[src/rtl/hs_npu_output_packer.sv]
// Packs a valid-qualified element stream into wide words and queues them in a small FIFO.
// The upstream path has no backpressure, so a word that cannot be queued is dropped and flagged.
module hs_npu_output_packer #(
   parameter int DATA_WIDTH     = 16,
   parameter int ELEMS_PER_WORD = 4,
   parameter int FIFO_DEPTH     = 4
) (
   input  logic                                 clk,
   input  logic                                 rst,
   input  logic [DATA_WIDTH-1:0]                in_data,
   input  logic                                 in_valid,
   input  logic                                 flush,
   output logic [DATA_WIDTH*ELEMS_PER_WORD-1:0] out_data,
   output logic [ELEMS_PER_WORD-1:0]            out_mask,
   output logic                                 out_last,
   output logic                                 out_valid,
   input  logic                                 out_ready,
   output logic                                 overflow,
   output logic                                 busy
);

   localparam int WW = DATA_WIDTH * ELEMS_PER_WORD;
   localparam int LW = $clog2(ELEMS_PER_WORD);
   localparam int PW = (FIFO_DEPTH > 1) ? $clog2(FIFO_DEPTH) : 1;
   localparam int CW = $clog2(FIFO_DEPTH + 1);

   logic [WW-1:0]             r_asm;
   logic [LW-1:0]             r_lane_count;
   logic [WW-1:0]             r_fifo_data [FIFO_DEPTH];
   logic [ELEMS_PER_WORD-1:0] r_fifo_mask [FIFO_DEPTH];
   logic                      r_fifo_last [FIFO_DEPTH];
   logic [PW-1:0]             r_wr_ptr;
   logic [PW-1:0]             r_rd_ptr;
   logic [CW-1:0]             r_count;
   logic                      r_overflow;

   logic [WW-1:0]             w_word_data;
   logic [ELEMS_PER_WORD-1:0] w_word_mask;
   logic                      w_fill_last;
   logic                      w_close;
   logic                      w_full;
   logic                      w_out_valid;
   logic                      w_pop;
   logic                      w_push;

   // Candidate word = assembly register with this cycle's element merged into its lane.
   always_comb begin
      w_word_data = r_asm;
      w_word_mask = '0;
      for (int k = 0; k < ELEMS_PER_WORD; k++) begin
         if (in_valid && (r_lane_count == LW'(k))) begin
            w_word_data[k*DATA_WIDTH +: DATA_WIDTH] = in_data;
            w_word_mask[k] = 1'b1;
         end else if (LW'(k) < r_lane_count) begin
            w_word_mask[k] = 1'b1;
         end
      end
   end

   assign w_fill_last = in_valid && (r_lane_count == LW'(ELEMS_PER_WORD - 1));
   assign w_close     = w_fill_last || flush;
   assign w_full      = (r_count == CW'(FIFO_DEPTH));
   assign w_out_valid = (r_count != '0);
   assign w_pop       = w_out_valid && out_ready;
   assign w_push      = w_close && (!w_full || w_pop);

   always_ff @(posedge clk) begin
      if (rst) begin
         r_asm        <= '0;
         r_lane_count <= '0;
      end else if (w_close) begin
         r_asm        <= '0;
         r_lane_count <= '0;
      end else if (in_valid) begin
         r_asm        <= w_word_data;
         r_lane_count <= r_lane_count + LW'(1);
      end
   end

   always_ff @(posedge clk) begin
      if (rst) begin
         for (int i = 0; i < FIFO_DEPTH; i++) begin
            r_fifo_data[i] <= '0;
            r_fifo_mask[i] <= '0;
            r_fifo_last[i] <= 1'b0;
         end
         r_wr_ptr   <= '0;
         r_rd_ptr   <= '0;
         r_count    <= '0;
         r_overflow <= 1'b0;
      end else begin
         if (w_push) begin
            r_fifo_data[r_wr_ptr] <= w_word_data;
            r_fifo_mask[r_wr_ptr] <= w_word_mask;
            r_fifo_last[r_wr_ptr] <= flush;
            r_wr_ptr <= (r_wr_ptr == PW'(FIFO_DEPTH - 1)) ? '0 : r_wr_ptr + PW'(1);
         end
         if (w_pop) begin
            r_rd_ptr <= (r_rd_ptr == PW'(FIFO_DEPTH - 1)) ? '0 : r_rd_ptr + PW'(1);
         end
         case ({w_push, w_pop})
            2'b10:   r_count <= r_count + CW'(1);
            2'b01:   r_count <= r_count - CW'(1);
            default: r_count <= r_count;
         endcase
         // Sticky until reset: a closed word had nowhere to go.
         if (w_close && !w_push) begin
            r_overflow <= 1'b1;
         end
      end
   end

   assign out_valid = w_out_valid;
   assign out_data  = w_out_valid ? r_fifo_data[r_rd_ptr] : '0;
   assign out_mask  = w_out_valid ? r_fifo_mask[r_rd_ptr] : '0;
   assign out_last  = w_out_valid && r_fifo_last[r_rd_ptr];
   assign overflow  = r_overflow;
   assign busy      = (r_lane_count != '0) || w_out_valid;

endmodule

[config.mk]
export PLATFORM = sky130hd
export DESIGN_NAME = hs_npu_output_packer
export DESIGN_NICKNAME = d
export VERILOG_FILES = /design/src/rtl/hs_npu_output_packer.sv
export SDC_FILE = /design/constraint.sdc
export NUM_CORES = 1
export LEC_CHECK = 0
export BUFFER_PORTS_ARGS = -buffer_cell sky130_fd_sc_hd__buf_2
export CORE_MARGIN = 3
export CORE_UTILIZATION = 61
export CTS_CLUSTER_SIZE = 25
export DETAILED_ROUTE_END_ITERATION = 10
export GPL_TIMING_DRIVEN = 1
export PLACE_DENSITY = 0.92
export SETUP_SLACK_MARGIN = 0.2
export SLEW_MARGIN = 0
export SYNTH_ARGS = -nofsm -noshare
export SYNTH_HDL_FRONTEND = slang
export SYNTH_SLANG_ARGS = --single-unit
[constraint.sdc]
create_clock -name clk -period 8.4 [get_ports clk]
set_clock_uncertainty 0.15 [all_clocks]
set_input_delay 1.26 -clock clk [delete_from_list [all_inputs] [get_ports clk]]
set_output_delay 1.26 -clock clk [all_outputs]
set_load 0.03 [all_outputs]
======== After elaboration in Yosys (flattened, before gate mapping) ========
Memory sizes are Yosys's and may differ from the RTL's. A register that Yosys moved wholly into a read port is not among the register bits.
Index checks and enable logic that the tools add are counted.
word-level totals
  memory bits (writable) .................. 276
  memories ................................ 3
  bits of input ports ..................... 21
  register bits after elaboration ......... 74
operators by class
  order comparisons ....................... 4
  eq/ne operators ......................... 8
  reductions and logical operators ........ 21
  muxes and demuxes ....................... 37
  add/subtract/negate cells ............... 5
memory list
  name         words  bits a word  read ports  clocked after memory_dff  wr ports  RTL line  text
  r_fifo_data  4      64           1           1                         4         29        logic [WW-1:0] r_fifo_data [FIFO_DEPTH];
  r_fifo_mask  4      4            1           1                         4         30        logic [ELEMS_PER_WORD-1:0] r_fifo_mask [FIFO_DEPTH];
  r_fifo_last  4      1            1           1                         4         31        logic r_fifo_last [FIFO_DEPTH];
operator list
  cell                 number
  $mux 64              2
  $mux 16              4
  $reduce_or 64->1     1
  $mux 2               11
  $mux 1               17
  $eq 2x2->1 const B   5
  $logic_and 1x1->1    8
  $mux 4               2
  $add 2x1->2 const B  3
  $pmux 3 s2           1
  $eq 2x1->1 const B   2
  $lt 1x2->1 const A   2
  $lt 2x2->1 const A   2
  $reduce_bool 2->1    2
  $reduce_or 4->1      1
  $add 3x1->3 const B  1
  $eq 3x3->1 const B   1
  $logic_or 1x1->1     3
  $reduce_bool 3->1    1
  $sub 3x1->3 const B  1
  $logic_not 1->1      2
  $logic_not 2->1      1
  $reduce_or 2->1      1
  $reduce_or 1->1      1

======== Logic depth before layout (Yosys ltp) ========
  depth after elaboration ................. 9
  mapped depth ............................ 9
  gate-level depth less buffers ........... 9

======== Worst setup path before layout ========
No wires, ideal clock.
  kind .................................... in2reg
  start point ............................. input port in_valid
  end point ............................... memory r_fifo_data[0][0] in the netlist's numbering, enable pin
  data arrival time ....................... 6.844 ns
  path slack .............................. 0.808 ns
  data required time ...................... 7.652 ns
  stages on the path ...................... 4
  setup time .............................. 0.598 ns
  cells stage by stage .................... buf_2 > a21o_1 > nand2_1 > o31ai_1
RTL lines
  what         RTL line  text
  from (decl)  11        input logic in_valid,
  to (decl)    29

==> flow_summary_export.csv <==
group,metric,value,unit
outcome,status,"completed",
critical_path,critPathKind,"reg2out",
cts,holdBufCountCts,0,
placed_design,dpl.hpwl,19600,µm
cts,cts-buffers-inserted,35,
hold_path,hp-start,"overflow$_SDFFE_PP0P_",
die,die_y,167,µm
routing,viasPerCell,6.18,
synth,ys_seq_elements,352,
die,die_x,167,µm
power,p_leak,6.34,nW
critical_path,path_cells,"buf_4 -> mux4_2 -> and2_1 -> buf_2",
cts,root_buffer,"clkbuf_16",
timing,max_slew_margin,19.2,%
critical_path,critPathMaxFanout,47,
timing,rsz0062_at_grt,"false",
power,peakVddDrop,404,µV
critical_path,worst-path-buf-inv,2,
synth,netlist_area,15800,µm²
critical_path,crit_cells,4,
synth,postSynthCellCount,1253,
routing,drc_errors,0,
global_route,antenna_found_initial,0,
die,initial_utilization,62.3,%
synth,yosysSeqAreaShare,62.1,%
critical_path,slowest_delay,0.85,ns
cts,cts.sinks,352,
die,die_area,27800,µm²
hold_path,hold_path_class,"reg2reg",
placed_design,gp_congestion,0.768,
critical_path,crit_end,"out_data[7]",
routing,wl_per_cell,22.0,µm
synth,synth_warnings,0,
synth,ys.flop_type,"edfxtp_1",
synth,synth_cell_types,34,
power,p_per_area,261,nW/µm²
cts,cts.repair.resized,0,
flow_run,maxCapViolCount,0,
critical_path,cp-start-kind,"register",
layout,final_area,17300,µm²
routing,num_vias,10222,
critical_path,arrival,3.08,ns
timing,slew_violations,0,
critical_path,timing.rr.end,"r_fifo_data[3][41]$_DFFE_PP_",
critical_path,r2r_setup_slack,4.65,ns
placed_design,place.port_buffers,92,
layout,layout-drive-gt1-share,22.7,%
placed_design,dpl_cell_area,16300,µm²
routing,wl,36400,µm
critical_path,reg2reg_from,"r_count[1]$_SDFFE_PP0P_",
timing,period_minus_slack,4.49,ns
synth,synth-async-reset-ratio,0,%
cts,path_clk_slew,0.06,ns
global_route,track_usage,26.2,%
critical_path,cp_slowest_cell,"buf_4",
layout,fin_nets,1328,
timing,worstMarginPinSlew,1.21,ns
cts,htree_num_levels,2,
global_route,grt_pass1_wl,57500,µm
layout,synthToLayoutAreaGrowth,9.74,%
cts,post_cts_buffers,0,
timing,fmax,223,MHz
cts,cts_tree,"yes",
synth,synth_edf_count,276,
critical_path,critPathRequiredTime,6.99,ns
die,row_count,58,
timing,finalHoldViolations,0,
critical_path,ff2ff_path_depth,5,
routing,detailedRoute.firstPassIterationCount,5,
global_route,grt_pass1_vias,10815,
synth,syn_nets,1282,
global_route,grt_start_max_net_pins,135,
die,ioPinCount,93,
synth,avgSynthCellArea,12.6,µm²
timing,period_share,53.4,%
critical_path,cpLargestDelayFamily,"buffers and inverters",
timing,tns,0,ns
timing,finalSetupViolations,0,
global_route,grt_overflow_total,0,
critical_path,critPathCaptureType,"output port",
layout,final_common_cell,"nor2_1",
routing,drt_iter0_drc,1215,
die,coreArea,25300,µm²
cts,clock_tree.buffer_depth,3,
layout,layout_common_cells,"nor2_1, edfxtp_1, buf_2",
cts,worst_skew_pair.late_latency,0.51,ns
routing,detail-route-antenna-nets,0,
timing,whs,0.321,ns
==> state kept, by name, summed over array words and instances (netlist names), named ones only <==
name          flops
r_fifo_data     256
r_asm            64
r_fifo_mask      16
r_fifo_last       4
r_count           3
r_lane_count      2
r_rd_ptr          2
r_wr_ptr          2
overflow          1
==> worst min path at each step <==
stage	end	slack, ns	depth (start not counted)
2_1_floorplan	register	0.30	2
3_3_place_gp	overflow$_SDFFE_PP0P_	0.30	2
3_5_place_dp	overflow$_SDFFE_PP0P_	0.31	2
4_1_cts	overflow$_SDFFE_PP0P_	0.32	2
5_1_grt	register	0.37	2
6_report	overflow$_SDFFE_PP0P_	0.32	2
==> tightest hold or removal path, stage by stage, from the launching register on <==
cell and delay [ns]:
dfxtp_1 0.32, a21oi_1 0.05, nor2_1 0.07
==> through the flow <==
stage | power [W] | setup WS [ns] | utilization (%) | cells
finish | 0.00453 | 3.91 | 68.4 | 1655
global route | 0.00469 | 3.69 | 68.4 | 1654
CTS | 0.00456 | 3.82 | 68.4 | 1654
detailed placement | 0.00313 | 3.82 | 64.3 | 1592
global placement | 0.00311 | 3.86 | 64.3 | 1592
floorplan | 0.00287 | 0.808 | - | 1253
==> Yosys cell counts, types with 2 or more instances <==
master    instances  area (µm²)
a21boi_0         64         480
a21o_1            2        15.0
a21oi_1           7        35.0
and2_1           69         432
and3_1           64         400
buf_2            21         105
buf_6            22         248
clkbuf_1         52         195
dfxtp_1          76        1520
edfxtp_1        276        8290
ha_1              7        87.6
inv_1            11        41.3
mux4_2           69        1550
nand2_1           9        33.8
nand2b_1          3        18.8
nand3_1           3        15.0
nand4_2           2        25.0
nor2_1          404        1520
nor3_1            4        20.0
o21ai_0           6        30.0
o21ai_2          64         561
o31ai_1           2        15.0
or3_1             4        25.0
xor2_1            2        17.5
==> area by class of cell <==
type	count	area, µm²
sequential	352	9810
fill	1642	8010
multi-input combinational	794	5450
clock buffer	51	988
timing repair buffer	105	558
tap	330	413
clock inverter	11	55.1
inverter	11	41.3
antenna	1	2.50
==> routing by layer <==
| metal | up-vias | GRT usage (%) | share of wire [%] |
|---|---|---|---|
| met5 | - | 0 | 0 |
| met4 | 0 | 12.4 | 4.2 |
| met3 | 120 | 4.58 | 8.6 |
| met2 | 537 | 43.7 | 50 |
| met1 | 5036 | 33.8 | 37 |
| li1 | 4529 | - | - |
==> cells by family (layout without fill, tap and decap cells) <==
kind of cell / after synthesis / after routing / share of synthesized area, %
xor gates and xnor gates: 3 / 3 / 0.166
buffers and inverters: 107 / 178 / 3.78
DFF: 352 / 352 / 62.1
AOI/OAI and AO/OA: 146 / 146 / 7.25
adders and majority gates: 8 / 8 / 0.682
muxes: 71 / 71 / 9.98
other: 0 / 1 / 0
and+or+nand+nor: 566 / 566 / 16.0
==> where the power goes <==
group	total, W	internal [W]	switching, W
logic	0.00103	0.000364	0.000664
clock network	0.00144	0.000818	0.000622
registers	0.00206	0.00199	0.0000655
total	0.00453	0.00317	0.00135
(Power assumes the default switching activity.)
